`src/rtl/mem_port_arbiter.sv`:
```
// mem_port_arbiter
//   Shares one memory port between the instruction-fetch path (IF) and the
//   load/store path (LS). One requester is granted at a time. The memory
//   transaction runs through IDLE -> BUSY_IF/BUSY_LS -> IDLE, and read data
//   is returned with a one-cycle rvalid pulse. stall_o holds the pipeline
//   while the port is busy or a request is still waiting for its grant.
//
//   LS normally has priority. IF takes the port after it has lost STARVE_MAX
//   consecutive arbitrations while requesting.
//
//   Optional build macro MEM_ARB_TIMEOUT_EN adds err_o and a BUSY watchdog.
//   The watchdog aborts a transaction after TIMEOUT_CYCLES cycles without
//   mem_ack_i.
//
// Ports
//   clk_i, rst_i         clock and synchronous active-low reset
//   if_*                 fetch request/grant/completion
//   ls_*                 load/store request/grant/completion
//   mem_*                registered memory request, ack and read data
//   stall_o              port busy or a request is pending ungranted
//   err_o                (MEM_ARB_TIMEOUT_EN only) timeout abort pulse
module mem_port_arbiter #(
  parameter int ADDR_W         = 32,
  parameter int DATA_W         = 32,
  parameter int STARVE_MAX     = 4,
  parameter int TIMEOUT_CYCLES = 255
) (
  input  logic                clk_i,
  input  logic                rst_i,
  input  logic                if_req_i,
  input  logic [ADDR_W-1:0]   if_addr_i,
  output logic                if_gnt_o,
  output logic                if_rvalid_o,
  output logic [DATA_W-1:0]   if_rdata_o,
  input  logic                ls_req_i,
  input  logic                ls_we_i,
  input  logic [ADDR_W-1:0]   ls_addr_i,
  input  logic [DATA_W-1:0]   ls_wdata_i,
  input  logic [DATA_W/8-1:0] ls_be_i,
  output logic                ls_gnt_o,
  output logic                ls_rvalid_o,
  output logic [DATA_W-1:0]   ls_rdata_o,
  output logic                mem_req_o,
  output logic                mem_we_o,
  output logic [ADDR_W-1:0]   mem_addr_o,
  output logic [DATA_W-1:0]   mem_wdata_o,
  output logic [DATA_W/8-1:0] mem_be_o,
  input  logic                mem_ack_i,
  input  logic [DATA_W-1:0]   mem_rdata_i,
  output logic                stall_o
`ifdef MEM_ARB_TIMEOUT_EN
  ,
  output logic                err_o
`endif
);

  localparam int BE_W = DATA_W / 8;
  localparam int STW  = $clog2(STARVE_MAX + 1);
  localparam logic [STW-1:0] STARVE_LIM = STW'(STARVE_MAX);

  typedef enum logic [1:0] {IDLE, BUSY_IF, BUSY_LS} state_t;

  state_t              state_q,     state_d;
  logic [STW-1:0]      starve_q,    starve_d;
  logic                mem_req_q,   mem_req_d;
  logic                mem_we_q,    mem_we_d;
  logic [ADDR_W-1:0]   mem_addr_q,  mem_addr_d;
  logic [DATA_W-1:0]   mem_wdata_q, mem_wdata_d;
  logic [BE_W-1:0]     mem_be_q,    mem_be_d;
  logic                if_rvalid_q, if_rvalid_d;
  logic [DATA_W-1:0]   if_rdata_q,  if_rdata_d;
  logic                ls_rvalid_q, ls_rvalid_d;
  logic [DATA_W-1:0]   ls_rdata_q,  ls_rdata_d;

  logic                busy;
  logic                tmo_hit;
  logic                finish;
  logic                ls_win;
  logic [DATA_W-1:0]   ret_data;

`ifdef MEM_ARB_TIMEOUT_EN
  localparam int TW = $clog2(TIMEOUT_CYCLES + 1);
  localparam logic [TW-1:0] TMO_LAST = TW'(TIMEOUT_CYCLES - 1);
  logic [TW-1:0]       tmo_cnt_q,   tmo_cnt_d;
  logic                err_q,       err_d;

  // Counter value k means this is the (k+1)-th BUSY cycle; an ack in the
  // same cycle wins over the abort.
  assign tmo_hit = busy & ~mem_ack_i & (tmo_cnt_q == TMO_LAST);
  assign err_o   = err_q;
`else
  assign tmo_hit = 1'b0;
`endif

  assign busy   = (state_q != IDLE);
  assign finish = busy & (mem_ack_i | tmo_hit);

  // LS has priority unless IF has been starved long enough.
  assign ls_win   = ls_req_i & ~((starve_q == STARVE_LIM) & if_req_i);
  // Grants are suppressed while reset is held so nothing looks accepted.
  assign ls_gnt_o = rst_i & ~busy & ls_win;
  assign if_gnt_o = rst_i & ~busy & ~ls_win & if_req_i;

  // Stores and timeout aborts return zero data.
  assign ret_data = (mem_ack_i && !(state_q == BUSY_LS && mem_we_q)) ? mem_rdata_i : '0;

  assign stall_o = busy | (if_req_i & ~if_gnt_o) | (ls_req_i & ~ls_gnt_o);

  always_comb begin
    state_d     = state_q;
    starve_d    = starve_q;
    mem_req_d   = mem_req_q;
    mem_we_d    = mem_we_q;
    mem_addr_d  = mem_addr_q;
    mem_wdata_d = mem_wdata_q;
    mem_be_d    = mem_be_q;
    if_rvalid_d = 1'b0;
    if_rdata_d  = if_rdata_q;
    ls_rvalid_d = 1'b0;
    ls_rdata_d  = ls_rdata_q;
`ifdef MEM_ARB_TIMEOUT_EN
    tmo_cnt_d   = tmo_cnt_q;
    err_d       = 1'b0;
`endif
    if (ls_gnt_o) begin
      state_d     = BUSY_LS;
      mem_req_d   = 1'b1;
      mem_we_d    = ls_we_i;
      mem_addr_d  = ls_addr_i;
      mem_wdata_d = ls_wdata_i;
      mem_be_d    = ls_be_i;
      if (if_req_i && starve_q != STARVE_LIM) starve_d = starve_q + 1'b1;
`ifdef MEM_ARB_TIMEOUT_EN
      tmo_cnt_d   = '0;
`endif
    end else if (if_gnt_o) begin
      state_d     = BUSY_IF;
      mem_req_d   = 1'b1;
      mem_we_d    = 1'b0;
      mem_addr_d  = if_addr_i;
      mem_wdata_d = '0;
      mem_be_d    = '1;
      starve_d    = '0;
`ifdef MEM_ARB_TIMEOUT_EN
      tmo_cnt_d   = '0;
`endif
    end else if (finish) begin
      state_d   = IDLE;
      mem_req_d = 1'b0;
      if (state_q == BUSY_IF) begin
        if_rvalid_d = 1'b1;
        if_rdata_d  = ret_data;
      end else begin
        ls_rvalid_d = 1'b1;
        ls_rdata_d  = ret_data;
      end
`ifdef MEM_ARB_TIMEOUT_EN
      err_d = tmo_hit;
`endif
    end else if (busy) begin
`ifdef MEM_ARB_TIMEOUT_EN
      tmo_cnt_d = tmo_cnt_q + 1'b1;
`endif
    end
  end

  always_ff @(posedge clk_i) begin
    if (!rst_i) begin
      state_q     <= IDLE;
      starve_q    <= '0;
      mem_req_q   <= 1'b0;
      mem_we_q    <= 1'b0;
      mem_addr_q  <= '0;
      mem_wdata_q <= '0;
      mem_be_q    <= '0;
      if_rvalid_q <= 1'b0;
      if_rdata_q  <= '0;
      ls_rvalid_q <= 1'b0;
      ls_rdata_q  <= '0;
`ifdef MEM_ARB_TIMEOUT_EN
      tmo_cnt_q   <= '0;
      err_q       <= 1'b0;
`endif
    end else begin
      state_q     <= state_d;
      starve_q    <= starve_d;
      mem_req_q   <= mem_req_d;
      mem_we_q    <= mem_we_d;
      mem_addr_q  <= mem_addr_d;
      mem_wdata_q <= mem_wdata_d;
      mem_be_q    <= mem_be_d;
      if_rvalid_q <= if_rvalid_d;
      if_rdata_q  <= if_rdata_d;
      ls_rvalid_q <= ls_rvalid_d;
      ls_rdata_q  <= ls_rdata_d;
`ifdef MEM_ARB_TIMEOUT_EN
      tmo_cnt_q   <= tmo_cnt_d;
      err_q       <= err_d;
`endif
    end
  end

  assign mem_req_o   = mem_req_q;
  assign mem_we_o    = mem_we_q;
  assign mem_addr_o  = mem_addr_q;
  assign mem_wdata_o = mem_wdata_q;
  assign mem_be_o    = mem_be_q;
  assign if_rvalid_o = if_rvalid_q;
  assign if_rdata_o  = if_rdata_q;
  assign ls_rvalid_o = ls_rvalid_q;
  assign ls_rdata_o  = ls_rdata_q;

endmodule

```
`config.mk`:
```
export PLATFORM = sky130hd
export DESIGN_NAME = mem_port_arbiter
export DESIGN_NICKNAME = d
export VERILOG_FILES = /design/src/rtl/mem_port_arbiter.sv
export SDC_FILE = /design/constraint.sdc
export NUM_CORES = 1
export LEC_CHECK = 0
export BUFFER_PORTS_ARGS = -buffer_cell sky130_fd_sc_hd__buf_2
export CAP_MARGIN = 5
export CORE_MARGIN = 1
export CORE_UTILIZATION = 45
export DETAILED_ROUTE_END_ITERATION = 7
export PLACE_DENSITY = 0.78
export REMOVE_ABC_BUFFERS = 1
export SYNTH_ARGS = -nofsm -noshare
export SYNTH_HDL_FRONTEND = slang
export SYNTH_SLANG_ARGS = --single-unit
export TNS_END_PERCENT = 1
```
`constraint.sdc`:
```
create_clock -name clk_i -period 3.1 [get_ports clk_i]
set_input_delay 0 -clock clk_i [delete_from_list [all_inputs] [get_ports clk_i]]
set_output_delay 0 -clock clk_i [all_outputs]
set_load 0.005 [all_outputs]
```
Word level (Yosys, flattened, before mapping) --
Cells that the tools add are included.
Cells by class: $mul 0, bitwise gates (word level) 19, reduce and logical (&&, ||, !) cells 13, order comparisons 0, divide/modulo/power cells 0, multiplexer cells 20, shift-type cells 0, add/subtract/negate cells 1, equality and inequality tests 5
Operators by type and width (count):
- $mux W32 | 5
- $and A1 B1 Y1 | 9
- $mux W3 | 3
- $mux W4 | 2
- $not A1 Y1 | 8
- $reduce_and A4 Y1 | 2
- $mux W1 | 7
- $mux W2 | 3
- $reduce_bool A2 Y1 | 3
- $reduce_or A4 Y1 | 1
- $add A3 B1 Y3 const B | 1
- $eq A3 B3 Y1 const B | 1
- $logic_and A1 B1 Y1 | 3
- $ne A3 B3 Y1 const B | 1
- $reduce_bool A3 Y1 | 1
- $eq A2 B1 Y1 const B | 1
- $eq A2 B2 Y1 const B | 1
- $ne A2 B1 Y1 const B | 1
- $or A1 B1 Y1 | 2
- $reduce_and A2 Y1 | 1
- $reduce_or A2 Y1 | 1
- $logic_not A1 Y1 | 1
Storage, ports and cells: memories kept 0, output and inout port bits 139, word-level logic and storage cells 70, register bits after elaboration 141, bits in writable memories 0, memory bits (read-only) 0, bits in latches 0, input bits 138

Depth between registers and ports, before layout --
word-level depth 11, mapped depth 7, depth with buffers taken out 5

Least setup slack after synthesis --
Ideal clock, no wire load.
path type register -> register, start point register starve_q[0], end point register mem_addr_q[17] (netlist: mem_addr_o[17]), period minus slack after synthesis 1512 ps, required time 2978 ps, arrival time 1390 ps, stages on the path, launching flop included 8, buffers on the path 2, library setup time 122 ps, slack 1588 ps, path through dfxtp_1 -> inv_1 -> ha_1 -> nand3_1 -> nand2_1 -> buf_6 -> buf_6 -> a221o_1
On the way: word-level cells in the longest chain between the ends 8, elaborated cells on any way between the ends 10, those cells by class 1 x eq/ne; 1 x mux; 7 x bitwise; 1 x reduce/logical
Ends and longest elaborated chain:
- start: declaration | RTL line 64 | logic [STW-1:0] starve_q, starve_d;
- start signal: assignment | RTL line 186 | starve_q <= starve_d;
- $eq A3 B3 Y1 (*) | RTL line 99 | assign ls_win = ls_req_i & ~((starve_q == STARVE_LIM) & if_req_i);
- $and A1 B1 Y1 (*) | RTL line 99
- $not A1 Y1 (*) | RTL line 99
- $and A1 B1 Y1 (*) | RTL line 99
- $not A1 Y1 | RTL line 102 | assign if_gnt_o = rst_i & ~busy & ~ls_win & if_req_i;
- $and A1 B1 Y1 (2 in series) | RTL line 102
- $reduce_bool A2 Y1 (no line)
- end signal: assignment | RTL line 189 | mem_addr_q <= mem_addr_d;
- end: declaration | RTL line 67 | logic [ADDR_W-1:0] mem_addr_q, mem_addr_d;
Mark *: on every way between the ends. The rest lies on a longest branch, timed or not. A chain may end at the register's enable or synchronous reset.

Final worst setup path --
start point register state_q[1], end point register mem_addr_q[28] (netlist: mem_addr_o[28])
On the way: word-level cells in the longest chain between the ends 6, elaborated cells on any way between the ends 8, those cells by class 1 x mux; 5 x bitwise; 2 x reduce/logical
Ends and longest elaborated chain:
- start: declaration | RTL line 63 | state_t state_q, state_d;
- start signal: assignment | RTL line 185 | state_q <= state_d;
- $reduce_bool A2 Y1 (*) | RTL line 95 | assign busy = (state_q != IDLE);
- $not A1 Y1 (*) | RTL line 101, 102
- $and A1 B1 Y1 (*) | RTL line 101, 102
- $and A1 B1 Y1 (2 in series) | RTL line 102
- $reduce_bool A2 Y1 (no line)
Marked as above.

==> impl_metrics.csv <==
group,metric,value,unit
outcome,run_status,"completed",
sta,fmax,390,MHz
power,power.switching,1.19,mW
sta,tns,0,ns
power,max-vdd-ir-drop,0.000362,V
sta,period_share,82.7,%
power,power_density,531,nW/um^2
layout,fillerInstances,889,
sta,setup_violations,0,
synth,yosysWarnings,0,
clock_tree,clk_pin_slew,0.06,ns
grt,grt_antenna_before_repair,1,
placed_design,gp_congestion,0.835,
placed_design,dp_slack,1.19,ns
flow_run,max_cap_viol_count,0,
clock_tree,cts-root-buf,"clkbuf_16",
layout,fin_cells,1208,
sta,worst_slack,0.535,ns
worst_setup_path,r2r_slack,0.54,ns
clock_tree,cts_tree,"built",
clock_tree,htreeDepth,4,
layout,drive_above_1_share,32.0,%
hold_path,hold_class,"primary input to flop",
clock_tree,post-cts-setup-buffer-count,0,
worst_setup_path,crit_fanout,23,
worst_setup_path,critPathKind,"flop to flop",
synth,ys_ff_latch,141,
sta,slew_headroom,25.7,%
worst_setup_path,rr_endpoint,"mem_addr_o[28]",
clock_tree,clock_sinks,141,
floorplanning,core,12600,sq um
sta,rsz0062_at_grt,"no",
power,seqPwrFrac,41.0,%
detailed_routing,ant_nets,0,
worst_setup_path,rr_startpoint,"state_q[1]",
worst_setup_path,reg2reg_depth,5,
power,leakage,4.35,nW
floorplanning,die_width,116,um
hold_path,whs_endpoint,"state_q[0]",
floorplanning,rows,41,
sta,hold_viol,0,
placed_design,dpl.cell_count,1040,
synth,synth_area,5840,sq um
floorplanning,die_h,116,um
detailed_routing,drc_errors,0,
sta,worst_slew_pin_slew,1.11,ns
worst_setup_path,cp-end-kind,"flop",
sta,fin_skew,0.00815,ns
synth,synth.distinct_cells,37,
sta,final_max_slew_viol_count,0,
synth,ys_seq_area_share,48.4,%
clock_tree,numCtsBuffers,17,
power,power_frac_comb,15.8,%
hold_path,worstHoldStart,"rst_i",
detailed_routing,wirelength,22100,um
grt,grt_pass1_vias,6509,
floorplanning,dieArea,13400,sq um
grt,grt_pass1_wl,34400,um
detailed_routing,vias,6647,
detailed_routing,wire_per_inst,18.3,um
worst_setup_path,critical_path_arrival,2.85,ns
worst_setup_path,cp-start-kind,"flop",
grt,grt_use_total,33.9,%
grt,overflow,0,
placed_design,io_buffers,276,
power,p_int,3.67,mW
grt,grt_max_degree,87,
floorplanning,ios,277,
layout,syn2layout_area_growth,56.7,%
clock_tree,cts_buffer_depth,2,
worst_setup_path,required,3.39,ns
hold_path,hold_depth,2,
power,swShare,24.6,%
power,p_total,4.86,mW
sta,fin_crit,2.56,ns
power,clockPowerShare,43.2,%
floorplanning,initial_utilization,46.2,%
placed_design,dpl.hpwl,11500,um
detailed_routing,drt-initial-drc-count,612,
detailed_routing,vias_per_cell,5.50,
synth,postSynthCellCount,646,
detailed_routing,dr.pass1.iters,5,
synth,syn_area_per_cell,9.03,sq um
clock_tree,clkLatencyLatePin,0.41,ns
layout,nets,1162,
==> flip-flops by register name, indices dropped and copies added (netlist names) <==
name / cells
if_rdata_o: 32
if_rvalid_o: 1
ls_rdata_o: 32
ls_rvalid_o: 1
mem_addr_o: 32
mem_be_o: 4
mem_req_o: 1
mem_wdata_o: 32
mem_we_o: 1
starve_q: 3
state_q: 2
==> area by class of cell <==
type	instances	area [sq um]	share of cell area, %
Antenna cell	1	2.50	0.0274
Timing Repair Buffer	424	2830	30.9
Clock buffer	20	467	5.10
Sequential cell	141	2820	30.9
Multi-Input combinational cell	434	2650	29.0
Clock inverter	12	143	1.56
Tap cell	172	215	2.35
Inverter	4	15.0	0.164
==> cells in the mapped netlist <==
cell	n	area, sq um
clkbuf_1	33	124
and4b_1	1	10.0
buf_2	17	85.1
nor2b_1	2	12.5
a221o_1	32	320
dfxtp_1	141	2820
a21oi_1	2	10.0
a22oi_1	1	7.51
nor2_1	3	11.3
nand2b_1	1	6.26
o21ai_0	36	180
o21a_1	1	7.51
and4bb_1	1	12.5
a21boi_2	1	11.3
a21boi_1	32	240
or3b_1	2	17.5
buf_4	6	45.0
a31o_1	1	8.76
inv_1	4	15.0
nand3b_1	1	7.51
nand4_1	2	12.5
nand4bb_1	1	11.3
buf_6	8	90.1
a31o_2	1	8.76
nand2_1	102	383
nor3_1	1	5.00
and2_1	1	6.26
ha_1	2	25.0
nor3b_2	1	12.5
or2_1	1	6.26
nor3b_1	1	7.51
a21boi_0	68	510
nand3_1	66	330
o221a_2	4	45.0
and3b_1	1	8.76
buf_1	3	11.3
and3_1	65	407
==> cell usage in the layout (no fill, tap or decap), drive strengths merged, types with 2 or more instances in the layout <==
cell / synthesis / routed
buf: 34 / 289
dfxtp: 141 / 141
dlygate4sd3: 0 / 135
nand2: 102 / 102
a21boi: 101 / 101
nand3: 66 / 66
and3: 65 / 65
o21ai: 36 / 36
a221o: 32 / 32
clkbuf: 33 / 20
clkinv: 0 / 9
inv: 4 / 4
o221a: 4 / 4
bufinv: 0 / 3
nor2: 3 / 3
a21oi: 2 / 2
or3b: 2 / 2
nand4: 2 / 2
nor2b: 2 / 2
ha: 2 / 2
nor3b: 2 / 2
a31o: 2 / 2
==> power groups by stage <==
stage	clock (mW)	combinational, mW	sequential (mW)
2_1_floorplan	0	0.228	2.03
3_3_place_gp	0	0.538	2.02
3_5_place_dp	0	0.543	2.02
4_1_cts	2.12	0.723	1.98
5_1_grt	2.20	0.829	2.00
6_report	2.10	0.770	1.99
==> layer usage <==
layer | vias to the layer above | part of all wire (%) | track usage [%]
met5 | - | 0 | 0
met4 | 0 | 6.4 | 24.9
met3 | 122 | 8.3 | 16.0
met2 | 400 | 48 | 52.1
met1 | 3074 | 37 | 36.4
li1 | 3051 | - | -
==> worst max-delay path by stage <==
stage / startpoint / to / slack, ns / depth (start not counted)
3_5_place_dp: state_q[1] / mem_addr_o[27] / 1.19 / 4
4_1_cts: state_q[1] / mem_addr_o[27] / 0.63 / 5
5_1_grt: state_q[1] / mem_addr_o[19] / 0.43 / 5
3_3_place_gp: rst_i / mem_addr_o[11] / 1.23 / 5
6_report: state_q[1] / mem_addr_o[28] / 0.54 / 5
2_1_floorplan: starve_q[0] / mem_addr_o[0] / -0.02 / 5
==> cells by family after synthesis <==
kind of cell	Yosys count	synth area share (%)
AOI/OAI and AO/OA	179	23.1
adders and majority gates	2	0.429
buffers and inverters	71	6.35
DFF	141	48.4
and+or+nand+nor	253	21.7
==> what timing repair did <==
action | in CTS | in global routing
hold buffers | 135 | 0
endpoints found under the hold margin | 138 | 0
gates resized for setup | 0 | 0
==> metrics by stage <==
| stage | instance area, sq um | hold slack (ns) | utilization, % |
|---|---|---|---|
| after floorplan | 5480 | 0.0513 | - |
| after global placement | 7180 | 0.253 | 56.9 |
| after detailed placement | 7180 | 0.258 | 56.9 |
| after CTS | 9140 | 0.0590 | 72.4 |
| after global routing | 9140 | 0.0914 | 72.4 |
| final | 9150 | 0.0850 | 72.5 |
==> worst max-delay path, stage by stage, from the launching register on <==
cell and delay, ns:
dfxtp_1 0.43, and4bb_2 0.35, nand2_1 0.33, buf_4 0.37, a221o_1 0.36, dlygate4sd3_1 0.60
Note: power is estimated with default switching activity, not from simulation.
